[config.mk]
export PLATFORM = sky130hd
export DESIGN_NAME = gps_scenario_sequencer
export DESIGN_NICKNAME = d
export VERILOG_FILES = /design/src/rtl/gps_scenario_sequencer.sv
export SDC_FILE = /design/constraint.sdc
export NUM_CORES = 1
export LEC_CHECK = 0
export CAP_MARGIN = 0
export CORE_ASPECT_RATIO = 0.9
export CORE_MARGIN = 3
export CORE_UTILIZATION = 45
export CTS_CLUSTER_DIAMETER = 150
export DETAILED_ROUTE_END_ITERATION = 16
export PLACE_DENSITY = 0.7
export SKIP_LAST_GASP = 1
export SLEW_MARGIN = 10
export SYNTH_ARGS = -nofsm -noshare
export SYNTH_HDL_FRONTEND = slang
export SYNTH_SLANG_ARGS = --single-unit
export TNS_END_PERCENT = 30
[constraint.sdc]
create_clock -name clk_in -period 2.8 [get_ports clk_in]
set_input_delay 0.7 -clock clk_in [delete_from_list [all_inputs] [get_ports clk_in]]
set_output_delay 0.7 -clock clk_in [all_outputs]
set_load 0.01 [all_outputs]
[src/rtl/gps_scenario_sequencer.sv]
// Steps gps_gen_core through a circular table of scenarios,
// holding each one for a programmable number of C/A epochs.
module gps_scenario_sequencer #(
  parameter int N_ENTRIES = 4,
  parameter int DWELL_W   = 8,
  localparam int AW = $clog2(N_ENTRIES),
  localparam int DW = 37 + DWELL_W
) (
  input  logic          clk_in,
  input  logic          rst_in_n,
  input  logic          ena_in,
  input  logic          cfg_we_in,
  input  logic [AW-1:0] cfg_addr_in,
  input  logic [DW-1:0] cfg_data_in,
  input  logic          cfg_clr_in,
  input  logic          epoch_in,
  output logic          core_ena_out,
  output logic [4:0]    n_sat_out,
  output logic [7:0]    doppler_out,
  output logic [7:0]    snr_out,
  output logic [15:0]   ca_phase_out,
  output logic          ca_phase_start_out,
  output logic [AW-1:0] entry_idx_out,
  output logic          busy_out,
  output logic          wrap_out
);

  typedef enum logic [2:0] {
    S_IDLE, S_LOAD, S_START, S_DWELL, S_NEXT
  } state_t;

  state_t               state;
  logic [DW-1:0]        tbl [N_ENTRIES];
  logic [N_ENTRIES-1:0] valid;
  logic [AW-1:0]        idx;
  logic [DWELL_W-1:0]   dwell_q;
  logic [DWELL_W-1:0]   cnt;
  logic                 epoch_q;
  logic                 epoch_rise;
  logic [AW-1:0]        low_idx;
  logic                 nxt_found;
  logic [AW-1:0]        nxt_idx;
  logic [AW-1:0]        srch_j;
  logic [DWELL_W:0]     cnt_inc;
  logic [DWELL_W:0]     tgt;
  logic [DW-1:0]        cur;

  assign epoch_rise = epoch_in & ~epoch_q;
  assign busy_out   = (state != S_IDLE);
  assign cur        = tbl[idx];
  assign cnt_inc    = {1'b0, cnt} + (DWELL_W+1)'(1);
  assign tgt        = (dwell_q == '0) ? (DWELL_W+1)'(1)
                                      : {1'b0, dwell_q};

  // Previous epoch_in level for rising-edge detection
  always_ff @(posedge clk_in or negedge rst_in_n) begin
    if (!rst_in_n) epoch_q <= 1'b0;
    else           epoch_q <= epoch_in;
  end

  // Scenario table; clear beats a same-cycle write
  always_ff @(posedge clk_in or negedge rst_in_n) begin
    if (!rst_in_n) begin
      valid <= '0;
      for (int i = 0; i < N_ENTRIES; i++) tbl[i] <= '0;
    end else if (cfg_clr_in) begin
      valid <= '0;
    end else if (cfg_we_in) begin
      tbl[cfg_addr_in]   <= cfg_data_in;
      valid[cfg_addr_in] <= 1'b1;
    end
  end

  // Lowest valid entry, used when starting from IDLE
  always_comb begin
    low_idx = '0;
    for (int i = N_ENTRIES - 1; i >= 0; i--)
      if (valid[i]) low_idx = AW'(i);
  end

  // Circular search from idx+1; idx itself is tried last
  always_comb begin
    nxt_found = 1'b0;
    nxt_idx   = idx;
    srch_j    = idx;
    for (int k = N_ENTRIES; k >= 1; k--) begin
      srch_j = idx + AW'(k);
      if (valid[srch_j]) begin
        nxt_found = 1'b1;
        nxt_idx   = srch_j;
      end
    end
  end

  // Sequencer FSM with registered outputs
  always_ff @(posedge clk_in or negedge rst_in_n) begin
    if (!rst_in_n) begin
      state              <= S_IDLE;
      idx                <= '0;
      dwell_q            <= '0;
      cnt                <= '0;
      core_ena_out       <= 1'b0;
      n_sat_out          <= '0;
      doppler_out        <= '0;
      snr_out            <= '0;
      ca_phase_out       <= '0;
      ca_phase_start_out <= 1'b0;
      entry_idx_out      <= '0;
      wrap_out           <= 1'b0;
    end else begin
      ca_phase_start_out <= 1'b0;
      wrap_out           <= 1'b0;
      if (!ena_in) begin
        state        <= S_IDLE;
        core_ena_out <= 1'b0;
      end else begin
        unique case (state)
          S_IDLE: begin
            core_ena_out <= 1'b0;
            if (|valid) begin
              idx   <= low_idx;
              state <= S_LOAD;
            end
          end
          S_LOAD: begin
            ca_phase_out  <= cur[15:0];
            snr_out       <= cur[23:16];
            doppler_out   <= cur[31:24];
            n_sat_out     <= cur[36:32];
            dwell_q       <= cur[DW-1:37];
            entry_idx_out <= idx;
            state         <= S_START;
          end
          S_START: begin
            ca_phase_start_out <= 1'b1;
            core_ena_out       <= 1'b1;
            cnt                <= '0;
            state              <= S_DWELL;
          end
          S_DWELL: begin
            if (epoch_rise) begin
              if (!cnt_inc[DWELL_W]) cnt <= cnt_inc[DWELL_W-1:0];
              if (cnt_inc >= tgt) state <= S_NEXT;
            end
          end
          S_NEXT: begin
            if (nxt_found) begin
              idx      <= nxt_idx;
              wrap_out <= (nxt_idx <= idx);
              state    <= S_LOAD;
            end else begin
              core_ena_out <= 1'b0;
              state        <= S_IDLE;
            end
          end
          default: state <= S_IDLE;
        endcase
      end
    end
  end

endmodule

---- After elaboration in Yosys (flattened, before gate mapping) ----
Index checks and enable logic that the tools add are counted.
W data, S select, Z words.
storage, ports and cells
  latch bits .............................. 0
  word-level logic and storage cells ...... 117
  flip-flop bits (word level) ............. 248
  bits in read-only memories .............. 0
  RAM bits ................................ 0
  memories ................................ 0
cells by class
  bitwise gates (word level) .............. 6
  shift operators ......................... 0
  multipliers ............................. 0
  add/subtract/negate cells ............... 4
  mux-type cells .......................... 50
  div/mod/pow operators ................... 0
  equal/unequal tests ..................... 13
  magnitude comparators ................... 11
  reduce and logical (&&, ||, !) cells .... 15
operators by type and width
  operator               count
  $bwmux W180            1
  $mux W45               3
  $bmux W45 S2           1
  $demux W45 S2          1
  $mux W8                3
  $mux W2                9
  $mux W1                17
  $pmux W8 S2            1
  $lt A2 B3 Y1 const B   5
  $pmux W3 S5            1
  $mux W3                4
  $ne A3 B3 Y1 const B   4
  $add A8 B1 Y9 const B  1
  $ge A9 B8 Y1           1
  $bmux W1 S2            4
  $logic_not A8 Y1       1
  $mux W4                2
  $ne A2 B2 Y1 const B   4
  $reduce_and A4 Y1      2
  $eq A3 B2 Y1 const B   2
  $ge A3 B3 Y1 const B   2
  $not A2 Y3             2
  $reduce_and A2 Y1      3
  $reduce_bool A2 Y1     3
  19 further kinds       22

---- Logic depth before layout (Yosys ltp) ----
  depth in word-level cells ............... 10
  gate-level depth with buffers ........... 10
  depth with buffers taken out ............ 9

---- Least setup slack after synthesis ----
No wires, ideal clock.
  path type ............................... register to register
  from .................................... reg cnt[0]
  to ...................................... reg state[1]
  path buffers ............................ 0
  slack ................................... 0.634 ns
  period minus slack after synthesis ...... 2.166 ns
  cell stages (with the launch flop) ...... 10
  data required time ...................... 2.717 ns
  data arrival time ....................... 2.083 ns
  path through ............................ dfrtp_1 ha_1 and3_1 nand3_1 xnor2_1 ha_1 and3_1 and3_1 a21bo_2 o21ai_0
on the way
  longest elaborated chain between the ends .. 4
ends and longest elaborated chain
  element                             RTL line  text
  start, declared                     37        logic [DWELL_W-1:0] cnt;
  start signal, assigned              142       if (!cnt_inc[DWELL_W]) cnt <= cnt_inc[DWELL_W-1:0];
  $add A8 B1 Y9                       51        assign cnt_inc = {1'b0, cnt} + (DWELL_W+1)'(1);
  $ge A9 B8 Y1                        143       if (cnt_inc >= tgt) state <= S_NEXT;
  $ne A3 B3 Y1 (no source line)       -
  $reduce_and A3 Y1 (no source line)  -
  end signal, assigned                143
  end signal, assigned                150       state <= S_LOAD;
  end signal, assigned                153       state <= S_IDLE;
  end, declared                       32        state_t state;
No other way between the ends.
A chain may end at the register's enable or synchronous reset.

---- Worst setup path in the final report ----
Same ends and word-level chain as after synthesis.

==> flow_summary_export.csv <==
group,metric,value,unit
status,status,"finished, final reports clean",
synthesis,synthFlopType,"dfrtp_1",
floorplan,coreArea,0.0237,mm2
power_and_ir_drop,p_leak,5.53,nW
floorplan,io_pins,96,
setup_path,cp_slowest_stage_delay,0.44,ns
floorplan,fp.dieW,171,um
final_layout,fin_nets,868,
sta,slew_headroom,46.8,%
synthesis,syn_area_per_cell,15.6,um2
power_and_ir_drop,p_clk_share,28.3,%
global_routing,grt_max_degree,89,
sta,max_freq,387,MHz
final_layout,multiInputGateArea,0.00448,mm2
floorplan,die_y,155,um
drt,ant_nets,0,
global_routing,antenna_found_initial,1,
cts,cts_tree,"done",
global_routing,grt_use_total,18.0,%
place,dp_cells,1078,
place,gp_routability_congestion,0.814,
synthesis,syn_nets,771,
power_and_ir_drop,p_total,12.1,mW
floorplan,placementRows,53,
cts,cts_max_level,1,
power_and_ir_drop,internal_power,8.68,mW
setup_path,crit_slowest_cell,"dfrtp_1",
floorplan,design.die.area,0.0265,mm2
power_and_ir_drop,power_density,917,mW/mm2
sta,setup_viol,0,
worst_hold_path,hp-class,"input port to async pin",
cts,cts_root_buf,"clkbuf_16",
cts,cts.clk_slew.worst_paths,0.06,ns
final_layout,diodes,0,
setup_path,critPathCaptureType,"flop",
synthesis,postSynthCellCount,707,
synthesis,yosysUniqueCellTypes,50,
synthesis,ys_seq_elements,248,
setup_path,worstPathMaxFanout,6,
sta,finalMaxSlewViolations,0,
synthesis,synth.area.top_cells,"dfrtp_1, mux2_2, mux4_2",
setup_path,crit_top_cell,"and3_1",
sta,period_share,92.4,%
final_layout,layout_common_cells,"dfrtp_1, mux2_2, clkdlybuf4s50_1",
final_layout,seqCellArea,0.00621,mm2
floorplan,start_util,46.6,%
synthesis,seq_area_frac_synth,56.1,%
flow_run,drv_cap,0,
global_routing,use_met3,2.66,%
power_and_ir_drop,irDropWorstVdd,0.493,mV
synthesis,synth_area,0.0111,mm2
drt,routedWlPerCell,20.7,um
power_and_ir_drop,power.switching,3.41,mW
setup_path,cp_num_buf_inv,0,
sta,hold_violations,0,
final_layout,fillerInstances,1852,
global_routing,grt_pass1_wl,38.4,mm
final_layout,final_cells,1124,
drt,drt_wl_total,23.3,mm
power_and_ir_drop,combinationalPowerShare,28.5,%
sta,fin_skew,0.0117,ns
drt,drt_iter0_drc,290,
power_and_ir_drop,swShare,28.2,%
cts,post_cts_resize_count,0,
drt,dr.pass1.iters,4,
global_routing,overflow,0,
sta,grt_setup_unrepaired,"no",
synthesis,async_reset_ff_share,100,%
cts,cts_sinks,248,
setup_path,critical_path.top_delay_family,"simple AND/OR/NAND/NOR gates",
drt,drt-vias-per-instance,5.64,
sta,min_period,2.59,ns
power_and_ir_drop,p_seq_share,43.2,%
synthesis,yosysTopAreaCell,"dfrtp_1",
place,portBuffers,95,
synthesis,yosysWarnings,0,
synthesis,synth_edf_count,0,
setup_path,crit_path_start_kind,"flop",
place,dp_hpwl,14.9,mm
global_routing,grt_busiest_layer,"met2",
final_layout,final_common_cell,"dfrtp_1",
cts,clk_latency,0.54,ns
drt,num_vias,6336,
sta,worst_slew_pin_slew,0.798,ns
final_layout,drive_gt1_share,39.8,%
synthesis,synth_top_area_share,56.1,%
cts,cts_inserted_buffers,26,
cts,cts_hold_buffers,0,
setup_path,crit_chain,"ha_1 > and3_1 > nand3_1 > xnor2_1 > ha_1 > and3_1 > and3_1 > a21bo_2 > o21ai_0",
setup_path,worstSetupPathType,"flop to flop",
global_routing,grt_util_met2,30.9,%
global_routing,grt_pass1_vias,7133,
final_layout,syn_to_final_growth,19.1,%
global_routing,use_met1,24.6,%
sta,fin_setup_tns,0,ns
cts,cts.path.max_buffers,3,
drt,drc,0,
setup_path,required,3.24,ns
cts,post_cts_buffers,0,
setup_path,cp.arrival,3.03,ns
## kinds of logic (layout without fill, tap and decap cells)
group                    after synthesis  in the layout  synth area share [%]
multiplexers                         265            265                  31.6
flip-flops                           248            248                  56.1
AND/OR/NAND/NOR                       65             65                  3.48
AO/OA/AOI/OAI                         57             57                  3.47
buffers and inverters                 55            170                  3.59
adder cells (fa/ha/maj)               11             11                  1.24
XOR/XNOR                               6              6                 0.475
## worst paths after layout
| path | cells past startpoint | slack, ns | end | startpoint |
|---|---|---|---|---|
| hold / removal | 1 | 0.20 | tbl[36] | rst_in_n |
| setup reg to reg | 9 | 0.21 | state[1] | cnt[0] |
| max in group asynchronous | 2 | 1.80 | tbl[2] | rst_in_n |
| setup / recovery | 9 | 0.21 | state[1] | cnt[0] |
| hold reg to reg | 1 | 0.50 | tbl[174] | tbl[174] |
| min in group clk_in | 1 | 0.50 | tbl[174] | tbl[174] |
## cell type report
type / count / share of cell area [%]
inverter: 15 / 0.427
clock inverter: 5 / 0.617
sequential: 248 / 47.1
clock buffer: 41 / 5.97
timing repair buffer: 109 / 9.00
multi-input combinational: 404 / 34.0
tap: 302 / 2.87
## registers in the layout, indices dropped and copies added (netlist names), 2 cells and up
signal and flops:
ca_phase_out 16, cnt 8, doppler_out 8, dwell_q 8
entry_idx_out 2, idx 2, n_sat_out 5, snr_out 8
state 3, tbl 180, valid 4
## routing by layer
metal / up-vias / wire length (um)
li1: 2811 / -
met4: 2 / 437
met2: 116 / 11800
met1: 3371 / 10400
met3: 36 / 731
met5: - / 13
## power by group through the flow
stage	Sequential [mW]	Clock, mW	Combinational, mW
floorplan	5.09	0	2.30
global placement	5.19	0	3.37
detailed placement	5.29	0	3.47
CTS	5.24	3.51	3.50
global route	5.36	3.68	3.71
finish	5.22	3.42	3.44
## per-stage QoR
stage / hold WS [ns] / cell area (um2) / worst slack (ns) / utilization, %
4_1_cts: 0.203 / 13200 / 0.224 / 55.5
3_3_place_gp: 0.466 / 12300 / 0.279 / 51.8
2_1_floorplan: 0.404 / 11100 / 0.634 / -
5_1_grt: 0.238 / 13200 / 0.0120 / 55.5
6_report: 0.195 / 13200 / 0.214 / 55.5
3_5_place_dp: 0.480 / 12300 / 0.221 / 51.8
## cell usage after synthesis (2+ instances only)
cell / number
mux4_2: 43
nor4_1: 2
and3_1: 4
xnor2_1: 5
buf_6: 20
nand2b_1: 4
nor2_1: 5
a211o_1: 4
nor3_4: 2
o31ai_1: 7
o21ai_0: 18
mux2_2: 217
a21o_1: 8
dfrtp_1: 248
buf_2: 8
nand2_1: 16
nand3b_1: 2
nor3_1: 4
buf_4: 8
nor2b_1: 6
inv_2: 2
clkbuf_1: 4
nand4_1: 3
a21oi_1: 8
ha_1: 11
mux4_1: 2
nor3b_1: 3
inv_1: 13
mux2_1: 3
nand3_1: 7
(Power assumes the default switching activity.)
